===== src/rtl/icache_dm.sv =====
// Direct-mapped instruction cache: zero-latency hit lookup in front of a
// word-serial backing memory, with line refill over a req/ack handshake.
module icache_dm #(
   parameter int unsigned LINES = 16,
   parameter int unsigned WORDS = 4
) (
   input  logic        i_clk,
   input  logic        i_n_rst,
   input  logic        i_req_valid,
   input  logic [31:0] i_req_pc,
   input  logic        i_flush,
   output logic [31:0] o_instr,
   output logic        o_hit,
   output logic        o_stall,
   output logic        o_mem_req,
   output logic [31:0] o_mem_addr,
   input  logic        i_mem_ack,
   input  logic [31:0] i_mem_rdata,
   output logic [31:0] o_n_hit,
   output logic [31:0] o_n_miss
);

   localparam int unsigned WOFF_W  = $clog2(WORDS);
   localparam int unsigned IDX_W   = $clog2(LINES);
   localparam int unsigned LINE_W  = 30 - WOFF_W;       // line address width
   localparam int unsigned TAG_W   = LINE_W - IDX_W;
   localparam int unsigned TAG_LSB = 2 + WOFF_W + IDX_W;

   localparam logic [0:0] ST_IDLE   = 1'b0;
   localparam logic [0:0] ST_REFILL = 1'b1;

   logic [0:0]        r_state;
   logic [WOFF_W-1:0] r_beat;
   logic [LINE_W-1:0] r_base_hi;     // latched miss line address (index + tag)
   logic [LINES-1:0]  r_valid;
   logic              r_flush_pending;
   logic [31:0]       r_n_hit;
   logic [31:0]       r_n_miss;

   logic [TAG_W-1:0]  r_tag_arr [LINES];
   logic [31:0]       r_data    [LINES][WORDS];

   logic [WOFF_W-1:0] w_req_word;
   logic [IDX_W-1:0]  w_req_idx;
   logic [TAG_W-1:0]  w_req_tag;
   logic [IDX_W-1:0]  w_fill_idx;
   logic [TAG_W-1:0]  w_fill_tag;
   logic              w_idle;
   logic              w_refill;
   logic              w_hit;
   logic              w_miss_start;
   logic              w_beat_ack;
   logic              w_last_beat;
   logic              w_fill_done;
   logic              w_unused_pc;

   assign w_req_word  = i_req_pc[2 +: WOFF_W];
   assign w_req_idx   = i_req_pc[2 + WOFF_W +: IDX_W];
   assign w_req_tag   = i_req_pc[31:TAG_LSB];
   assign w_fill_idx  = r_base_hi[IDX_W-1:0];
   assign w_fill_tag  = r_base_hi[LINE_W-1:IDX_W];
   assign w_unused_pc = ^i_req_pc[1:0];

   assign w_idle       = (r_state == ST_IDLE);
   assign w_refill     = (r_state == ST_REFILL);
   assign w_hit        = w_idle & i_req_valid & r_valid[w_req_idx]
                         & (r_tag_arr[w_req_idx] == w_req_tag);
   // A flush suppresses the refill; the miss keeps stalling and retries.
   assign w_miss_start = w_idle & i_req_valid & ~w_hit & ~i_flush;
   assign w_beat_ack   = w_refill & i_mem_ack;
   assign w_last_beat  = (r_beat == WOFF_W'(WORDS - 1));
   assign w_fill_done  = w_beat_ack & w_last_beat;

   // Lookup and memory-side outputs
   always_comb begin
      o_hit      = w_hit;
      o_instr    = w_hit ? r_data[w_req_idx][w_req_word] : 32'h0;
      o_stall    = w_refill | (i_req_valid & ~w_hit);
      o_mem_req  = w_refill;
      o_mem_addr = w_refill ? {r_base_hi, r_beat, 2'b00} : 32'h0;
      o_n_hit    = r_n_hit;
      o_n_miss   = r_n_miss;
   end

   // Control state, valid bits and performance counters
   always_ff @(posedge i_clk or negedge i_n_rst) begin
      if (!i_n_rst) begin
         r_state         <= ST_IDLE;
         r_beat          <= '0;
         r_base_hi       <= '0;
         r_valid         <= '0;
         r_flush_pending <= 1'b0;
         r_n_hit         <= 32'h0;
         r_n_miss        <= 32'h0;
      end else begin
         r_n_hit <= r_n_hit + 32'(w_hit);
         if (i_flush) begin
            r_valid <= '0;
            if (w_refill && !w_fill_done) begin
               r_flush_pending <= 1'b1;
            end
         end
         if (w_miss_start) begin
            r_state   <= ST_REFILL;
            r_base_hi <= i_req_pc[31:2+WOFF_W];
            r_beat    <= '0;
            r_n_miss  <= r_n_miss + 32'h1;
         end
         if (w_beat_ack) begin
            r_beat <= r_beat + WOFF_W'(1);
         end
         if (w_fill_done) begin
            // A flush seen at any point during the refill leaves the line invalid.
            r_valid[w_fill_idx] <= ~(r_flush_pending | i_flush);
            r_flush_pending     <= 1'b0;
            r_state             <= ST_IDLE;
         end
      end
   end

   // Data and tag arrays are not reset; only the valid bits qualify them
   always_ff @(posedge i_clk) begin
      if (w_beat_ack) begin
         r_data[w_fill_idx][r_beat] <= i_mem_rdata;
      end
      if (w_fill_done) begin
         r_tag_arr[w_fill_idx] <= w_fill_tag;
      end
   end

endmodule


===== config.mk =====
export PLATFORM = sky130hd
export DESIGN_NAME = icache_dm
export DESIGN_NICKNAME = d
export VERILOG_FILES = /design/src/rtl/icache_dm.sv
export SDC_FILE = /design/constraint.sdc
export NUM_CORES = 2
export LEC_CHECK = 0
export BUFFER_PORTS_ARGS = -buffer_cell sky130_fd_sc_hd__clkbuf_2
export CAP_MARGIN = 40
export CORE_MARGIN = 4
export CORE_UTILIZATION = 62
export DETAILED_ROUTE_END_ITERATION = 12
export GPL_ROUTABILITY_DRIVEN = 0
export GPL_TIMING_DRIVEN = 0
export PLACE_DENSITY = 0.84
export SYNTH_ARGS = -nofsm -noshare
export SYNTH_HDL_FRONTEND = slang
export SYNTH_SLANG_ARGS = --single-unit

===== constraint.sdc =====
create_clock -name i_clk -period 4.59 [get_ports i_clk]
set_clock_uncertainty 0.2 [all_clocks]
set_input_delay 0.459 -clock i_clk [delete_from_list [all_inputs] [get_ports i_clk]]
set_output_delay 0.459 -clock i_clk [all_outputs]
set_load 0.01 [all_outputs]

==> flow_metrics.env <==
export IMPL_synth_cell_type_count=53
export IMPL_synthCells=4162
export IMPL_drive_gt1_share_pct=36.0
export IMPL_fillCellCount=7576
export IMPL_timing_final_crit_period_ps=5130
export IMPL_rsz0062_at_grt="true"
export IMPL_ys_seq_elements=2544
export IMPL_clockPowerShare_pct=38.1
export IMPL_synth_top_area_share_pct=74.3
export IMPL_synth_top_area_cell="edfxtp_1"
export IMPL_cp_cell_sequence="mux4_2 -> mux4_2 -> xnor2_4 -> nand4_1 -> a2111oi_4 -> nand4bb_1 -> clkbuf_8 -> clkbuf_16 -> buf_12 -> a211oi_4 -> buf_2"
export IMPL_status="complete, but fails checks"
export IMPL_yosys_top_cells_area="edfxtp_1 (74%), mux4_2 (17%), dfrtp_1 (2.9%)"
export IMPL_slowest_delay_ps=540
export IMPL_root_buffer="clkbuf_16"
export IMPL_power_leakage_nw=37.4
export IMPL_switchingPower_mw=13.8
export IMPL_worstHoldEndpoint="r_data[15][105]$_DFFE_PP_"
export IMPL_fp_dieW_um=406
export IMPL_num_vias=58700
export IMPL_slowest_stage="mux4_2"
export IMPL_rr_worst_depth=17
export IMPL_timing_rr_start="r_tag_arr[3][15]$_DFFE_PP_"
export IMPL_synth_edf_count=2432
export IMPL_fin_cells=7099
export IMPL_synthArstFlopShare_pct=4.40
export IMPL_fin_ws_ps=-543
export IMPL_slew_headroom_pct=16.7
export IMPL_clock_fmax_mhz=195
export IMPL_viasPerCell=8.26
export IMPL_stdcell_area_mm2=0.116
export IMPL_finalCritPeriodShare_pct=112
export IMPL_synth_most_common_cell="edfxtp_1"
export IMPL_rows=145
export IMPL_first_pass_iters=9
export IMPL_grt_use_total_pct=42.4
export IMPL_htreeDepth=4
export IMPL_regToRegSetupSlack_ps=-300
export IMPL_start_kind="flop"
export IMPL_grt_ovfl_total=0
export IMPL_finalMaxSlewViolations=0
export IMPL_switching_share_pct=26.2
export IMPL_finish_net_count=4899
export IMPL_ys_seq_area_share_pct=77.1
export IMPL_cts_tree="built"
export IMPL_hold_ws_ps=19.9
export IMPL_yosys_warnings=0
export IMPL_wirelength_um=365000
export IMPL_fp_dieArea_mm2=0.165
export IMPL_first_global_vias=56200
export IMPL_clkSinkCount=2544
export IMPL_cp_common_cell="mux4_2"
export IMPL_core_area_mm2=0.157
export IMPL_antenna_left=0
export IMPL_critPathKind="reg2out"
export IMPL_max_clock_path_buffers=3
export IMPL_hold_depth=1
export IMPL_grt_pass1_wl_um=469000
export IMPL_drc=0
export IMPL_hpwl_um=185000
export IMPL_failed_checks="negative setup slack"
export IMPL_io_pins=200
export IMPL_post_drt_wl_per_cell_um=51.4
export IMPL_holdCritStartpoint="i_mem_rdata[9]"
export IMPL_synthToLayoutAreaGrowth_pct=17.8
export IMPL_rr_endpoint="o_n_hit[28]$_DFF_PN0_"
export IMPL_peakVddDrop_mv=0.545
export IMPL_cellPowerDensity_mw_per_mm2=456
export IMPL_multi_input_area_mm2=0.0224
export IMPL_initial_core_util_pct=62.7
export IMPL_postPlaceCellArea_mm2=0.106
export IMPL_avgSynthCellArea_um2=23.6
export IMPL_antenna_found_initial=58
export IMPL_crit_path_end_kind="output port"
export IMPL_synth_common_cells="edfxtp_1 (2432), mux4_2 (750), dfrtp_1 (112)"
export IMPL_dp_cells=6577
export IMPL_required_ps=3930
export IMPL_drt_iter0_markers=12900
export IMPL_intPower_mw=39.0
export IMPL_cts_clk_slew_worst_paths_ps=70
export IMPL_hold_violations=0
export IMPL_drv_cap=0
export IMPL_setup_viol=48
export IMPL_synth_area_mm2=0.0983
export IMPL_clock_latency_ps=890
export IMPL_hold_class="in2reg"
export IMPL_layout_area_seq_mm2=0.0758
export IMPL_synth_ff_type="edfxtp_1"
export IMPL_comb_power_share_pct=9.9
export IMPL_chipHeight_um=406
export IMPL_numCtsBuffers=232
export IMPL_arrival_ps=4470
export IMPL_worst_pin_slew_ps=1250
export IMPL_port_buffers=187
export IMPL_grt_max_degree=63
export IMPL_path_max_fanout=3
export IMPL_seqPwrFrac_pct=52.0
placed cells by master, fill, tap and decap left out, drive strengths merged, types with 3 or more instances in the layout:
master	count
clkbuf	523
edfxtp	2432
and3	32
o21ai	22
xor2	18
bufinv	18
xnor2	77
mux4	750
nor2	81
diode	22
inv	19
and2	49
o22ai	3
a2111oi	4
nand3	45
clkinv	102
nor2b	22
a21oi	21
dlygate4sd3	38
nand2	29
mux2i	68
mux2	35
clkinvlp	6
dfrtp	112
nor3	6
buf	386
o221ai	3
and4	5
ha	7
or3	16
a211oi	34
nor3b	3
nand4	30
timing repair:
action / in CTS / in global routing
endpoints found under the hold margin: 281 / 0
resized for setup: 331 / 162
cloned: 0 / 2
setup buffers: 7 / 11
setup endpoints to repair: 66 / 48
hold buffers: 39 / 0
pin swaps: 12 / 16
state kept, by name (all words and copies together), names as in the netlist:
| register | flops |
|---|---|
| o_n_miss | 32 |
| r_flush_pending | 1 |
| r_valid | 16 |
| o_n_hit | 32 |
| r_base_hi | 28 |
| o_mem_req | 1 |
| r_data | 2048 |
| r_tag_arr | 384 |
| r_beat | 2 |
layer usage:
metal  routed length, um  global-route usage (%)  vias to the layer above  part of all wire (%)
met1               99000                    51.4                    28600                    27
met2              161000                    63.5                     8519                    44
met5                 632                   0.238                        -                  0.17
met3               64400                    15.8                     2394                    18
met4               40200                    30.5                       60                    11
li1                    -                       -                    19100                     -
how the worst max path moves through the flow:
| stage | start | to | slack [ps] | cells past startpoint |
|---|---|---|---|---|
| 2_1_floorplan | i_req_pc[5] | o_n_hit[31]$_DFF_PN0_ | 3 | 21 |
| 5_1_grt | r_tag_arr[7][15]$_DFFE_PP_ | o_instr[2] | -500 | 11 |
| 3_5_place_dp | i_req_pc[7] | o_n_hit[28]$_DFF_PN0_ | -2670 | 19 |
| 6_report | r_tag_arr[3][15]$_DFFE_PP_ | o_instr[2] | -540 | 11 |
| 3_3_place_gp | r_base_hi[1]$_DFFE_PN0P_ | r_tag_arr[2][3]$_DFFE_PP_ | -3320 | 4 |
| 4_1_cts | r_tag_arr[5][16]$_DFFE_PP_ | o_instr[4] | -400 | 11 |
cell families after synthesis:
| family | after synthesis | synth area share [%] |
|---|---|---|
| flops | 2544 | 77.1 |
| fa+ha+maj | 7 | 0.0891 |
| buf+inv | 236 | 1.25 |
| simple gates | 327 | 1.76 |
| other cells | 1 | 0.00381 |
| compound gates | 99 | 0.660 |
| xor+xnor | 95 | 0.846 |
| mux | 853 | 18.3 |
critical path: cells and delay by family (launching register included):
family          cells  cell delay (ps)
compound gates      2              780
simple gates        2              430
flops               1              430
mux                 2             1060
xor+xnor            1              200
buf+inv             4              690
metrics by stage:
step                      power, mW  utilization (%)  worst slack (ps)  TNS [ps]
final                          52.9             73.8              -543    -17540
after global routing           53.6             73.8              -495    -15290
after CTS                      51.6             73.2              -401     -9610
after detailed placement       32.2             67.5             -2670   -131830
after global placement         31.4             64.9             -3320  -3712100
after floorplan                29.6                -              3.46         0
area by class of cell:
cell class / instances / share of cell area, %
inverters: 10 / 0.0356
plain buffers: 223 / 1.78
clock buffers: 295 / 5.35
clock inverters: 135 / 1.05
multi-input cells: 1383 / 19.3
diodes: 22 / 0.0475
repair buffers: 429 / 4.74
flip-flops and latches: 2544 / 65.5
well taps: 2058 / 2.22
power groups by stage:
stage	registers, mW	logic, mW	clock network [mW]
floorplan	27.5	2.10	0
global placement	27.8	3.64	0
detailed placement	27.8	4.36	0
CTS	27.4	4.71	19.5
global route	27.5	5.25	20.9
finish	27.5	5.25	20.1
Note: power is estimated with default switching activity, not from simulation.
